## src/rtl/mc_mem_pkg.sv

```systemverilog
// mc_mem_pkg: shared definitions for the multicycle-core memory interface.
//   - FSM state encodings (IDLE/REQ/WAIT/RESP)
//   - funct3 size/sign codes for loads and stores
//   - latched request struct
//   - helpers: request legality, store byte enables, store lane replication
package mc_mem_pkg;

  localparam logic [1:0] ST_IDLE = 2'd0;
  localparam logic [1:0] ST_REQ  = 2'd1;
  localparam logic [1:0] ST_WAIT = 2'd2;
  localparam logic [1:0] ST_RESP = 2'd3;

  localparam logic [2:0] LB  = 3'b000;
  localparam logic [2:0] LH  = 3'b001;
  localparam logic [2:0] LW  = 3'b010;
  localparam logic [2:0] LBU = 3'b100;
  localparam logic [2:0] LHU = 3'b101;
  localparam logic [2:0] SB  = 3'b000;
  localparam logic [2:0] SH  = 3'b001;
  localparam logic [2:0] SW  = 3'b010;

  typedef struct packed {
    logic        we;
    logic [31:0] addr;
    logic [31:0] wdata;
    logic [2:0]  funct3;
  } mem_req_t;

  // Illegal size codes, or a half/word access that is not naturally aligned.
  // Store codes share the load encoding, so one check covers both.
  function automatic logic req_bad(input logic [2:0] f3, input logic [1:0] a);
    case (f3)
      3'b011, 3'b110, 3'b111: return 1'b1;
      LH, LHU:                return a[0];
      LW:                     return (a != 2'b00);
      default:                return 1'b0;
    endcase
  endfunction

  function automatic logic [3:0] store_be(input logic [2:0] f3, input logic [1:0] a);
    case (f3[1:0])
      2'b00:   return 4'b0001 << a;
      2'b01:   return a[1] ? 4'b1100 : 4'b0011;
      default: return 4'b1111;
    endcase
  endfunction

  // Replicate the right-aligned store data across every lane it may land in;
  // the byte enables pick the live lane.
  function automatic logic [31:0] store_data(input logic [2:0] f3, input logic [31:0] wd);
    case (f3[1:0])
      2'b00:   return {4{wd[7:0]}};
      2'b01:   return {2{wd[15:0]}};
      default: return wd;
    endcase
  endfunction

endpackage

```

## src/rtl/mem_load_align.sv

```systemverilog
// mem_load_align: combinational load extraction.
//   rdata   : raw 32-bit memory word
//   addr_lo : byte offset within the word
//   funct3  : load size/sign code
//   result  : byte/half selected by offset and sign/zero extended, or the word
module mem_load_align
  import mc_mem_pkg::*;
(
  input  logic [31:0] rdata,
  input  logic [1:0]  addr_lo,
  input  logic [2:0]  funct3,
  output logic [31:0] result
);

  logic [7:0]  b;
  logic [15:0] h;

  always_comb begin
    case (addr_lo)
      2'd0:    b = rdata[7:0];
      2'd1:    b = rdata[15:8];
      2'd2:    b = rdata[23:16];
      default: b = rdata[31:24];
    endcase
    h = addr_lo[1] ? rdata[31:16] : rdata[15:0];
    case (funct3)
      LB:      result = {{24{b[7]}}, b};
      LH:      result = {{16{h[15]}}, h};
      LBU:     result = {24'h0, b};
      LHU:     result = {16'h0, h};
      default: result = rdata;
    endcase
  end

endmodule

```

## src/rtl/mc_mem_if.sv

```systemverilog
// mc_mem_if: memory interface between the multicycle controller and a
// gnt/rvalid memory port. One access in flight; the controller is stalled
// until the one-cycle rsp_valid pulse.
//   Controller side: req_valid/req_we/req_addr/req_wdata/req_funct3 in,
//                    stall, rsp_valid, rsp_rdata, rsp_err out.
//   Memory side:     mem_req/mem_we/mem_addr/mem_wdata/mem_be out,
//                    mem_gnt, mem_rvalid, mem_rdata in.
// Build option: define MEM_IF_TIMEOUT_EN to abort an access that spends
// TIMEOUT_CYCLES cycles in REQ+WAIT (error response, no data). Without it the
// FSM waits indefinitely and TIMEOUT_CYCLES has no effect.
module mc_mem_if
  import mc_mem_pkg::*;
#(
  parameter int TIMEOUT_CYCLES = 255
) (
  input  logic        clk,
  input  logic        reset,
  input  logic        req_valid,
  input  logic        req_we,
  input  logic [31:0] req_addr,
  input  logic [31:0] req_wdata,
  input  logic [2:0]  req_funct3,
  output logic        stall,
  output logic        rsp_valid,
  output logic [31:0] rsp_rdata,
  output logic        rsp_err,
  output logic        mem_req,
  output logic        mem_we,
  output logic [31:0] mem_addr,
  output logic [31:0] mem_wdata,
  output logic [3:0]  mem_be,
  input  logic        mem_gnt,
  input  logic        mem_rvalid,
  input  logic [31:0] mem_rdata
);

  if (TIMEOUT_CYCLES < 1) begin : g_bad_timeout
    $error("mc_mem_if: TIMEOUT_CYCLES must be at least 1");
  end

  logic [1:0]  state, state_d;
  mem_req_t    req_q;
  logic        bad;
  logic        to_fire;
  logic [31:0] load_res;

  assign bad = req_bad(req_funct3, req_addr[1:0]);

  assign stall     = (state == ST_IDLE && req_valid) || state == ST_REQ || state == ST_WAIT;
  assign rsp_valid = (state == ST_RESP);
  assign mem_req   = (state == ST_REQ);
  // Strobes only live while the request is on the bus; address/data are the
  // latched request (zero after reset).
  assign mem_we    = mem_req & req_q.we;
  assign mem_be    = mem_req ? store_be(req_q.funct3, req_q.addr[1:0]) : 4'b0000;
  assign mem_addr  = {req_q.addr[31:2], 2'b00};
  assign mem_wdata = store_data(req_q.funct3, req_q.wdata);

  mem_load_align u_align (
    .rdata   (mem_rdata),
    .addr_lo (req_q.addr[1:0]),
    .funct3  (req_q.funct3),
    .result  (load_res)
  );

`ifdef MEM_IF_TIMEOUT_EN
  localparam int CW = $clog2(TIMEOUT_CYCLES + 1);
  logic [CW-1:0] to_cnt;

  // Counts every cycle spent in REQ+WAIT. Normal progress wins over the
  // abort, so an access granted on its last cycle still times out in WAIT.
  always_ff @(posedge clk) begin
    if (reset)                                  to_cnt <= '0;
    else if (state != ST_REQ && state_d == ST_REQ) to_cnt <= '0;
    else if (state == ST_REQ || state == ST_WAIT)  to_cnt <= to_cnt + 1'b1;
  end

  assign to_fire = ((state == ST_REQ && !mem_gnt) || (state == ST_WAIT && !mem_rvalid)) &&
                   (int'(to_cnt) >= TIMEOUT_CYCLES - 1);
`else
  assign to_fire = 1'b0;
`endif

  always_comb begin
    state_d = state;
    case (state)
      ST_IDLE: if (req_valid)  state_d = bad ? ST_RESP : ST_REQ;
      ST_REQ:  if (mem_gnt)    state_d = ST_WAIT;
      ST_WAIT: if (mem_rvalid) state_d = ST_RESP;
      default:                 state_d = ST_IDLE;
    endcase
    if (to_fire) state_d = ST_RESP;
  end

  always_ff @(posedge clk) begin
    if (reset) begin
      state     <= ST_IDLE;
      req_q     <= '0;
      rsp_rdata <= '0;
      rsp_err   <= 1'b0;
    end else begin
      state <= state_d;
      if (state == ST_IDLE && req_valid) begin
        req_q <= '{we: req_we, addr: req_addr, wdata: req_wdata, funct3: req_funct3};
        if (bad) begin
          rsp_err   <= 1'b1;
          rsp_rdata <= '0;
        end
      end
      if (state == ST_WAIT && mem_rvalid) begin
        rsp_err   <= 1'b0;
        rsp_rdata <= req_q.we ? 32'h0 : load_res;
      end
      if (to_fire) begin
        rsp_err   <= 1'b1;
        rsp_rdata <= '0;
      end
    end
  end

endmodule

```

## config.mk

```make
export PLATFORM = sky130hd
export DESIGN_NAME = mc_mem_if
export DESIGN_NICKNAME = d
export VERILOG_FILES = /design/src/rtl/mc_mem_pkg.sv /design/src/rtl/mem_load_align.sv /design/src/rtl/mc_mem_if.sv
export SDC_FILE = /design/constraint.sdc
export NUM_CORES = 1
export LEC_CHECK = 0
export CORE_MARGIN = 2
export CORE_UTILIZATION = 25
export CTS_CLUSTER_DIAMETER = 30
export DETAILED_ROUTE_END_ITERATION = 6
export GPL_TIMING_DRIVEN = 0
export PLACE_DENSITY = 0.54
export SLEW_MARGIN = 20
export SYNTH_ARGS = -nofsm -noshare
export SYNTH_HDL_FRONTEND = slang
export SYNTH_SLANG_ARGS = --single-unit
export TNS_END_PERCENT = 30
```

## constraint.sdc

```tcl
create_clock -name clk -period 2.7 [get_ports clk]
set_clock_uncertainty 0.05 [all_clocks]
set_input_delay 0.27 -clock clk [delete_from_list [all_inputs] [get_ports clk]]
set_output_delay 0.27 -clock clk [all_outputs]
set_load 0.02 [all_outputs]
```

==> out/metrics.yaml, run 1 <==
sta:
  max_freq_mhz: 382.6
  rsz0062_at_grt: "false"
  finalHoldViolations: 0
  min_period_ns: 2.614
  worst_slew_pin_slew_ns: 0.9481
  slew_violations: 0
  timing.final.crit_share: 0.9681
  slew_headroom: 0.3631
  finalSetupViolCount: 0
  fin_ws_ns: 0.08624
synth:
  yosys.area.top_type: "dfxtp_1"
  yosysWarnings: 0
  synth-seq-area-share: 0.4242
  synthTopCellsByArea: "dfxtp_1, nand2_1, a21oi_1"
  ys_types: 42
  netlist.area_leader.share: 0.4242
  synth_edf_count: 0
  syn_inst: 570
  async_reset_ff_frac: 0
  syn_area_sq_um: 4861
  syn_avg_cell_area_sq_um: 8.528
  ys_ff_latch: 103
  yosys_most_used_dff: "dfxtp_1"
place:
  pre_cts_ws_ns: 0.03536
  port_buffers: 207
  dp.final_hpwl_mm: 12.89
  place_inst: 1043
  globalplace.congestion: 0.7562
worst_hold_path:
  hp-class: "reg2reg"
  worstHoldStart: "mem_addr[12]$_SDFFE_PP0P_"
  holdPathEnd: "mem_addr[12]$_SDFFE_PP0P_"
  hold_depth: 2
power:
  p_leak_uw: 0.002877
  p_per_area_nw_per_um2: 765.0
  peakVddDrop_mv: 0.3287
run_status:
  outcome: "finished clean"
floorplanning:
  die_h_um: 143.4
  die-area_sq_um: 20580
  core_area_sq_um: 19270
  initial_core_util: 0.2522
  num_rows: 51
  die_w_um: 143.4
  design.portCount: 210
global_route:
  grt_pass1_wl_mm: 25.39
  grt_max_degree: 18
  grt_util_all_layers: 0.1619
  busiest_layer: "met2"
  grt_use_met3: 0.05965
  use_met2: 0.2596
  use_met1: 0.2075
  antenna_found_initial: 1
  overflow: 0
  grt_pass1_vias: 4528
drt:
  drt-total-wl_mm: 16.87
  vias: 4641
  wl_per_cell_um: 15.95
  initialDrtViolationCount: 155
  vias_per_cell: 4.387
  ant_nets: 0
  drc: 0
  dr.pass1.iters: 6
critical_path:
  rr_startpoint: "state[0]$_SDFFE_PP0P_"
  r2r_slack_ns: 0.54
  start_kind: "flop"
  crit_required_ns: 2.38
  arrival_ns: 2.29
  r2r_end: "rsp_rdata[23]$_SDFFE_PP0P_"
  end_kind: "primary output"
  crit_fanout: 10
  critPathKind: "reg2out"
  rr_worst_depth: 7
final_layout:
  antenna_cells: 0
  final_nets: 897
  drive_gt1_frac: 0.1538
  synthToLayoutAreaGrowth_pct: 56.42
  instances_no_fill: 1058
clock_network:
  cts_buffers: 9
  insertion_delay_ns: 0.35
  cts_tree: "yes"
  cts.clk_slew.worst_paths_ns: 0.07
  ctsHoldBuffers: 0
  postCtsSetupBuffers: 0
  cts_root_buffer: "clkbuf_16"
  clk_path_buf_depth: 2
  h-tree-depth: 3
  cts.sinks: 103
flow_run:
  drv_cap: 0
per-stage QoR:
stage                     power, uW   TNS, ns  instance area (sq um)  hold WS (ns)    util
after floorplan                3422         0                   4865        0.3201       -
after CTS                      5903  -0.03523                   7585        0.3912  0.3936
after global placement         4493         0                   7268        0.3887  0.3772
final                          5816         0                   7604        0.4040  0.3946
after detailed placement       4497         0                   7268        0.3967  0.3772
after global routing           6184         0                   7604        0.3918  0.3946
worst max path at each step:
stage                                start       endpoint  slack (ns)  cells after the start
floorplan            state[0]$_SDFFE_PP0P_          stall        0.84                      6
global placement                 req_valid          stall        0.03                      6
detailed placement               req_valid          stall        0.04                      6
CTS                 req_q[35]$_SDFFE_PP0P_      mem_be[2]       -0.02                      6
global route         req_q[0]$_SDFFE_PP0P_  mem_wdata[30]      0.0002                      5
finish               req_q[1]$_SDFFE_PP0P_  mem_wdata[18]        0.09                      4
Yosys cell counts, types with 2 or more instances:
cell       count
a21o_1         7
dfxtp_1      103
nor2b_1        8
a221oi_2       8
a21oi_1       82
ha_1           4
o2bb2ai_1     15
a211o_1        7
buf_4         40
and2_1         2
nor2_2         2
nor3_1         2
clkbuf_1      22
o21ai_0       18
mux2i_1       10
nor2_1         8
mux2_2        18
nand2_1      147
inv_1          6
buf_2          9
buf_1          6
a221o_2       13
nand3b_1       8
a221o_1        3
buf_6          4
or3_1          2
per-layer routing:
layer	up-vias	part of all wire
met2	142	0.46
met1	2120	0.45
li1	2369	-
met4	0	0.0094
met3	10	0.084
met5	-	0
worst max-delay path, stage by stage, from the launching register on:
cell             delay (ns)
dfxtp_1                0.47
clkbuf_4               0.28
clkbuf_4               0.27
mux2_2                 0.35
clkdlybuf4s50_1        0.56
state kept, by name, indices dropped and copies added, names as in the netlist:
signal	flops
rsp_rdata	32
req_q	38
mem_addr	30
state	2
rsp_err	1
logic make-up (layout without fill, tap and decap cells):
| family | count (synthesis) | count (layout) | share of synthesized area |
|---|---|---|---|
| AND/OR/NAND/NOR | 186 | 186 | 0.1653 |
| AO/OA/AOI/OAI | 159 | 159 | 0.2245 |
| flip-flops | 103 | 103 | 0.4242 |
| buffers and inverters | 88 | 310 | 0.1081 |
| multiplexers | 29 | 29 | 0.06692 |
| adder cells (fa/ha/maj) | 4 | 4 | 0.01030 |
| other | 1 | 2 | 0.0007715 |
layout by cell type (no fill, tap or decap), types with 2 or more instances in the layout:
master	synthesis	routed
clkinvlp_4	0	2
ha_1	4	4
conb_1	1	2
clkbuf_1	22	19
clkbuf_4	1	3
a21oi_1	82	81
mux2i_1	10	10
o2bb2ai_1	15	15
a221oi_2	8	8
mux2_2	18	18
nand3b_1	8	8
a21o_1	7	7
buf_4	40	42
or3_1	2	2
clkdlybuf4s50_1	0	204
nand2_1	147	147
and2_1	2	2
nor2_1	8	8
dfxtp_1	103	102
dlymetal6s2s_1	0	2
inv_1	6	6
nor3_1	2	2
nor2b_1	8	8
buf_6	4	4
o21ai_0	18	18
a211o_1	7	7
a221o_2	13	13
clkbuf_16	0	9
buf_1	6	4
a221o_1	3	3
buf_2	9	8
where the power goes:
group / switching, uW / total, uW / internal [uW]
clock network: 627 / 1380 / 749
registers: 168 / 1930 / 1770
logic: 1350 / 2510 / 1160
what timing repair did:
action                     CTS  global route
setup endpoints to repair   22            20
gates cloned                 0             0
resized for setup            7            11
layout make-up:
cell class / instances / area (sq um)
fill: 2032 / 11670
multi-input combinational: 380 / 2288
timing repair buffer: 207 / 2077
sequential: 103 / 2063
buffer: 81 / 514.2
tap: 265 / 331.6
clock buffer: 10 / 239.0
clock inverter: 6 / 67.56
inverter: 6 / 22.52
Note: power is estimated with default switching activity, not from simulation.
==> run 2: changes to the inputs <==
--- a/config.mk
+++ b/config.mk
@@ -6,11 +6,11 @@
 export NUM_CORES = 1
 export LEC_CHECK = 0
 export CORE_MARGIN = 2
-export CORE_UTILIZATION = 25
+export CORE_UTILIZATION = 46
 export CTS_CLUSTER_DIAMETER = 30
 export DETAILED_ROUTE_END_ITERATION = 6
 export GPL_TIMING_DRIVEN = 0
-export PLACE_DENSITY = 0.54
+export PLACE_DENSITY = 0.88
 export SLEW_MARGIN = 20
 export SYNTH_ARGS = -nofsm -noshare
 export SYNTH_HDL_FRONTEND = slang
==> run 2 against run 1 <==
Compared with the run above:
- maximum frequency decreased by 0.74%
- non-clock buffer count unchanged
- routed wire length decreased by 9.1%
- count of clock-buffer cells in the layout unchanged
- die area decreased by 45%
- critical path depth unchanged
- via count increased by 5.7%
- setup slack got worse by 0.020 ns
- register-to-register slack about the same
- clock power decreased by 30%
- total power decreased by 7.2%
- critical path type unchanged
==> out/metrics.yaml, run 2 (synthesis gave the netlist of run 1 again) <==
flow_run:
  drv_cap: 0  # unchanged
floorplanning:
  die-area_sq_um: 11410  # was 20580 sq um
  core_area_sq_um: 10280  # was 19270 sq um
  die_h_um: 106.8  # was 143.4 um
  num_rows: 37  # was 51
  design.portCount: 210  # unchanged
  die_w_um: 106.8  # was 143.4 um
  initial_core_util: 0.4730  # was 0.2522
drt:
  ant_nets: 0  # unchanged
  vias: 4904  # was 4641
  initialDrtViolationCount: 230  # was 155
  wl_per_cell_um: 16.53  # was 15.95 um
  drc: 0  # unchanged
  drt-total-wl_mm: 15.34  # was 16.87 mm
  vias_per_cell: 5.284  # was 4.387
  dr.pass1.iters: 5  # was 6
final_layout:
  final_util: 0.7116  # was 0.3946
  synthToLayoutAreaGrowth_pct: 50.45  # was 56.42%
  largest-register: "req_q"  # unchanged
  largest_register_ffs: 38  # unchanged
  antenna_cells: 0  # unchanged
  final_nets: 897  # unchanged
  mostFrequentLayoutCell: "clkdlybuf4s50_1"  # unchanged
  layout_common_cells: "clkdlybuf4s50_1, nand2_1, dfxtp_1, a21oi_1, buf_4"  # unchanged
  drive_gt1_frac: 0.1515  # was 0.1538
clock_network:
  ctsHoldBuffers: 0  # unchanged
  insertion_delay_ns: 0.37  # was 0.35 ns
  postCtsSetupBuffers: 0  # unchanged
  cts-resized-gates: 8  # was 7
  cts_root_buffer: "clkbuf_8"  # was clkbuf_16
  h-tree-depth: 3  # unchanged
  cts_buffers: 9  # unchanged
  cts_tree: "yes"  # unchanged
  clk_path_buf_depth: 2  # unchanged
  cts.clk_slew.worst_paths_ns: 0.10  # was 0.07 ns
  cts.sinks: 103  # unchanged
sta:
  hold_slack_ns: 0.3910  # was 0.4040 ns
  slew_headroom: 0.3192  # was 0.3631
  rsz0062_at_grt: "true"  # was false
  max_freq_mhz: 379.7  # was 382.6 MHz
  fin_ws_ns: 0.06664  # was 0.08624 ns
  timing.final.crit_share: 0.9753  # was 0.9681
  slew_violations: 0  # unchanged
  finalSetupViolCount: 0  # unchanged
  worst_slew_pin_slew_ns: 1.013  # was 0.9481 ns
  finalHoldViolations: 0  # unchanged
  min_period_ns: 2.633  # was 2.614 ns
global_route:
  grt_util_all_layers: 0.2664  # was 0.1619
  overflow: 0  # unchanged
  grt_use_met3: 0.06444  # was 0.05965
  grt_max_degree: 17  # was 18
  grt_pass1_vias: 4904  # was 4528
  antenna_found_initial: 0  # was 1
  grt_pass1_wl_mm: 24.03  # was 25.39 mm
  use_met2: 0.4718  # was 0.2596
  busiest_layer: "met2"  # unchanged
  use_met1: 0.3191  # was 0.2075
critical_path:
  arrival_ns: 2.31  # was 2.29 ns
  end_kind: "primary output"  # unchanged
  crit_required_ns: 2.38  # about the same
  crit_fanout: 10  # unchanged
  crit_chain: "clkbuf_4 -> nor2_2 -> mux2_2 -> clkdlybuf4s50_1"  # was clkbuf_4 -> clkbuf_4 -> mux2_2 -> clkdlybuf4s50_1
  critical-path-top-delay-family: "buffers and inverters"  # unchanged
  slowest_delay_ns: 0.54  # was 0.56 ns
  path_buf_inv: 2  # was 3
  start_kind: "flop"  # unchanged
  crit_slowest_cell: "clkdlybuf4s50_1"  # unchanged
  critPathKind: "reg2out"  # unchanged
place:
  pre_cts_ws_ns: 0.05371  # was 0.03536 ns
  dp.final_hpwl_mm: 11.82  # was 12.89 mm
  globalplace.congestion: 0.8700  # was 0.7562
  port_buffers: 207  # unchanged
power:
  fin_total_pwr_uw: 5398  # was 5816 uW
  p_per_area_nw_per_um2: 738.2  # was 765.0 nW/um^2
  p_leak_uw: 0.002817  # was 0.002877 uW
  peakVddDrop_mv: 0.4821  # was 0.3287 mV
worst_hold_path:
  hp-class: "in2reg"  # was reg2reg
run_status:
  outcome: "finished clean"  # unchanged
==> run 2: tightest hold or removal path, delay by kind of cell <==
kind	cells	cell delay, ns
AO/OA/AOI/OAI	1	0.05
buffers and inverters	1	0.39
AND/OR/NAND/NOR	1	0.05
==> run 2: metal layers <==
metal  vias to the layer above  share of wire
li1                       2363              -
met1                      2318           0.41
met4                         0          0.017
met5                         -              0
met2                       193           0.50
met3                        30          0.074
==> run 2: cell type report <==
cell class                 instances  area, sq um
clock buffer                      10        137.6
timing repair buffer             207         2068
inverter                           6        22.52
multi-input combinational        380         2281
tap                              136        170.2
clock inverter                     5        57.56
buffer                            81        514.2
fill                             807         2964
sequential                       103         2062
==> run 2: stage by stage <==
| stage | cell area (sq um) | TNS, ns | std cells |
|---|---|---|---|
| floorplan | 4865 | 0 | 571 |
| global placement | 7107 | 0 | 914 |
| detailed placement | 7107 | 0 | 914 |
| CTS | 7308 | 0 | 929 |
| global route | 7313 | -0.004367 | 928 |
| finish | 7313 | 0 | 928 |
==> run 2: where the power goes <==
group / total (uW) / leakage, uW / switching, uW / internal [uW]
logic: 2490 / 0.00187 / 1340 / 1150
clock network: 969 / 0.000103 / 518 / 451
registers: 1940 / 0.000841 / 175 / 1760
==> run 2: final timing paths <==
check / depth (start not counted) / end / start / slack, ns
setup / recovery: 4 / mem_wdata[11] / req_q[0]$_SDFFE_PP0P_ / 0.07
hold / removal: 3 / mem_addr[2]$_SDFFE_PP0P_ / req_addr[2] / 0.39
setup reg to reg: 7 / rsp_rdata[16]$_SDFFE_PP0P_ / state[0]$_SDFFE_PP0P_ / 0.53
hold reg to reg: 2 / mem_addr[8]$_SDFFE_PP0P_ / mem_addr[8]$_SDFFE_PP0P_ / 0.41
==> run 3: changes to the inputs <==
--- a/config.mk
+++ b/config.mk
@@ -5,12 +5,14 @@
 export SDC_FILE = /design/constraint.sdc
 export NUM_CORES = 1
 export LEC_CHECK = 0
+export CELL_PAD_IN_SITES_DETAIL_PLACEMENT = 1
+export CELL_PAD_IN_SITES_GLOBAL_PLACEMENT = 1
 export CORE_MARGIN = 2
-export CORE_UTILIZATION = 46
+export CORE_UTILIZATION = 33
 export CTS_CLUSTER_DIAMETER = 30
 export DETAILED_ROUTE_END_ITERATION = 6
 export GPL_TIMING_DRIVEN = 0
-export PLACE_DENSITY = 0.88
+export PLACE_DENSITY = 0.89
 export SLEW_MARGIN = 20
 export SYNTH_ARGS = -nofsm -noshare
 export SYNTH_HDL_FRONTEND = slang
==> run 3 against run 2 <==
Compared with the run above:
- maximum frequency fell by 2.2%
- count of clock-buffer cells in the layout rose by 4
- sequential share of layout area fell by 0.80 points
- global-route usage fell by 3.6 points
- critical path depth rose by 2
- first-iteration DRC count rose by 19%
- total power rose by 11%
- hold slack improved by 0.012 ns
- die area rose by 38%
- clock power rose by 55%
- sequential power barely moved
- register-to-register slack got worse by 0.11 ns
- critical path type unchanged
- highest routed layer unchanged
==> out/metrics.yaml, run 3 (synthesis gave the netlist of run 1 again) <==
run_status:
  outcome: "finished clean"  # unchanged
final_layout:
  layout_common_cells: "clkdlybuf4s50_1, nand2_1, dfxtp_1, a21oi_1, buf_4"  # unchanged
  antenna_cells: 0  # unchanged
  mostFrequentLayoutCell: "clkdlybuf4s50_1"  # unchanged
  multi_input_area_sq_um: 2282  # was 2281 sq um
  largest_register_ffs: 38  # unchanged
  synthToLayoutAreaGrowth_pct: 54.85  # was 50.45%
  design_area_sq_um: 7527  # was 7313 sq um
  final_util: 0.5199  # was 0.7116
  seq_area_sq_um: 2062  # unchanged
  largest-register: "req_q"  # unchanged
  drive_gt1_frac: 0.1511  # was 0.1515
  final_nets: 898  # was 897
  nFillCells: 1691  # was 807
sta:
  min_period_ns: 2.694  # was 2.633 ns
  finalSetupTns_ns: 0  # unchanged
  rsz0062_at_grt: "true"  # unchanged
  finalHoldViolations: 0  # unchanged
  fin_ws_ns: 0.006263  # was 0.06664 ns
  max_freq_mhz: 371.2  # was 379.7 MHz
  worst_slew_pin_slew_ns: 0.9893  # was 1.013 ns
  slew_headroom: 0.3354  # was 0.3192
  timing.final.crit_share: 0.9977  # was 0.9753
  finalSetupViolCount: 0  # unchanged
  slew_violations: 0  # unchanged
drt:
  vias_per_cell: 5.043  # was 5.284
  vias: 4932  # was 4904
  dr.pass1.iters: 4  # was 5
  wl_per_cell_um: 18.71  # was 16.53 um
  ant_nets: 0  # unchanged
  drc: 0  # unchanged
  initialDrtViolationCount: 274  # was 230
  drt-total-wl_mm: 18.30  # was 15.34 mm
clock_network:
  cts-resized-gates: 11  # was 8
  insertion_delay_ns: 0.36  # was 0.37 ns
  cts.clk_slew.worst_paths_ns: 0.07  # was 0.10 ns
  cts_tree: "yes"  # unchanged
  cts.sinks: 103  # unchanged
  postCtsSetupBuffers: 0  # unchanged
  cts_buffers: 9  # unchanged
  h-tree-depth: 3  # unchanged
  cts_root_buffer: "clkbuf_16"  # was clkbuf_8
  ctsHoldBuffers: 0  # unchanged
  clk_path_buf_depth: 2  # unchanged
place:
  globalplace.congestion: 0.8530  # was 0.8700
  port_buffers: 207  # unchanged
  placed_cell_area_sq_um: 7167  # was 7107 sq um
  dp.final_hpwl_mm: 14.13  # was 11.82 mm
  pre_cts_ws_ns: 0.001498  # was 0.05371 ns
global_route:
  grt_pass1_wl_mm: 28.50  # was 24.03 mm
  overflow: 0  # unchanged
  grt_util_all_layers: 0.2302  # was 0.2664
  grt_pass1_vias: 5335  # was 4904
  grt_max_degree: 16  # was 17
  antenna_found_initial: 0  # unchanged
critical_path:
  worst_path_most_repeated_cell: "buf_2"
  crit_chain: "buf_6 -> buf_2 -> buf_2 -> o21ai_0 -> a21oi_1 -> clkdlybuf4s50_1"  # was clkbuf_4 -> nor2_2 -> mux2_2 -> clkdlybuf4s50_1
  crit_fanout: 10  # unchanged
  end_kind: "primary output"  # unchanged
  start_kind: "flop"  # unchanged
  crit_required_ns: 2.38  # about the same
  crit_slowest_cell: "clkdlybuf4s50_1"  # unchanged
  arrival_ns: 2.37  # was 2.31 ns
  critical-path-top-delay-family: "buffers and inverters"  # unchanged
  critPathKind: "reg2out"  # unchanged
  slowest_delay_ns: 0.66  # was 0.54 ns
  path_buf_inv: 4  # was 2
floorplanning:
  die-area_sq_um: 15720  # was 11410 sq um
  core_area_sq_um: 14480  # was 10280 sq um
  design.portCount: 210  # unchanged
  die_h_um: 125.4  # was 106.8 um
  die_w_um: 125.4  # was 106.8 um
  num_rows: 44  # was 37
  initial_core_util: 0.3357  # was 0.4730
power:
  clkPwrFrac: 0.251  # was 0.180
  p_int_uw: 3833  # was 3362 uW
  combPwrFrac: 0.426  # was 0.462
  p_per_area_nw_per_um2: 797.3  # was 738.2 nW/um^2
  p_leak_uw: 0.002867  # was 0.002817 uW
  p_sw_uw: 2168  # was 2037 uW
  p_sw_frac: 0.3613  # was 0.3772
  p_seq_frac: 0.323  # was 0.359
  peakVddDrop_mv: 0.3581  # was 0.4821 mV
flow_run:
  drv_cap: 0  # unchanged
worst_hold_path:
  hp-class: "in2reg"  # unchanged
[run 3: area by class of cell]
type | instances | share of cell area
flip-flops and latches | 103 | 0.2739
inverters | 6 | 0.002992
multi-input cells | 380 | 0.3032
clock buffers | 14 | 0.03773
plain buffers | 82 | 0.06898
well taps | 184 | 0.03059
repair buffers | 207 | 0.2746
clock inverters | 2 | 0.007979
[run 3: per-layer routing]
metal | track usage | routed length [um] | vias to the layer above
met5 | 0 | 0 | -
met4 | 0.06928 | 280 | 0
met3 | 0.06119 | 1278 | 16
met2 | 0.4159 | 9207 | 168
met1 | 0.2659 | 7535 | 2379
li1 | - | - | 2369
[run 3: per-stage QoR]
stage	hold WS [ns]	instances	total power [uW]
floorplan	0.3201	571	3422
global placement	0.3893	962	4430
detailed placement	0.4002	962	4531
CTS	0.3986	978	6049
global route	0.4170	978	6321
finish	0.4034	978	6002
[run 3: final timing paths]
kind,startpoint,to,slack (ns),depth (start not counted)
worst max register to register,state[1]$_SDFFE_PP0P_,rsp_rdata[17]$_SDFFE_PP0P_,0.42,7
worst min-delay path,req_addr[3],mem_addr[3]$_SDFFE_PP0P_,0.40,3
worst min register to register,req_q[24]$_SDFFE_PP0P_,req_q[24]$_SDFFE_PP0P_,0.41,2
worst max-delay path,req_q[36]$_SDFFE_PP0P_,mem_be[3],0.006,6
[run 3: power groups by stage]
| stage | Clock, uW | Sequential, uW | Combinational (uW) |
|---|---|---|---|
| final | 1500 | 1940 | 2560 |
| after global routing | 1600 | 1970 | 2750 |
| after CTS | 1520 | 1940 | 2590 |
| after detailed placement | 0 | 1970 | 2560 |
| after global placement | 0 | 1950 | 2480 |
| after floorplan | 0 | 1980 | 1440 |
[run 3: worst register-to-register path, delay by kind of cell, from the launching register on]
family | cells | cell delay [ns]
adder cells (fa/ha/maj) | 1 | 0.23
AO/OA/AOI/OAI | 2 | 0.63
AND/OR/NAND/NOR | 1 | 0.47
buffers and inverters | 3 | 0.43
flip-flops | 1 | 0.35
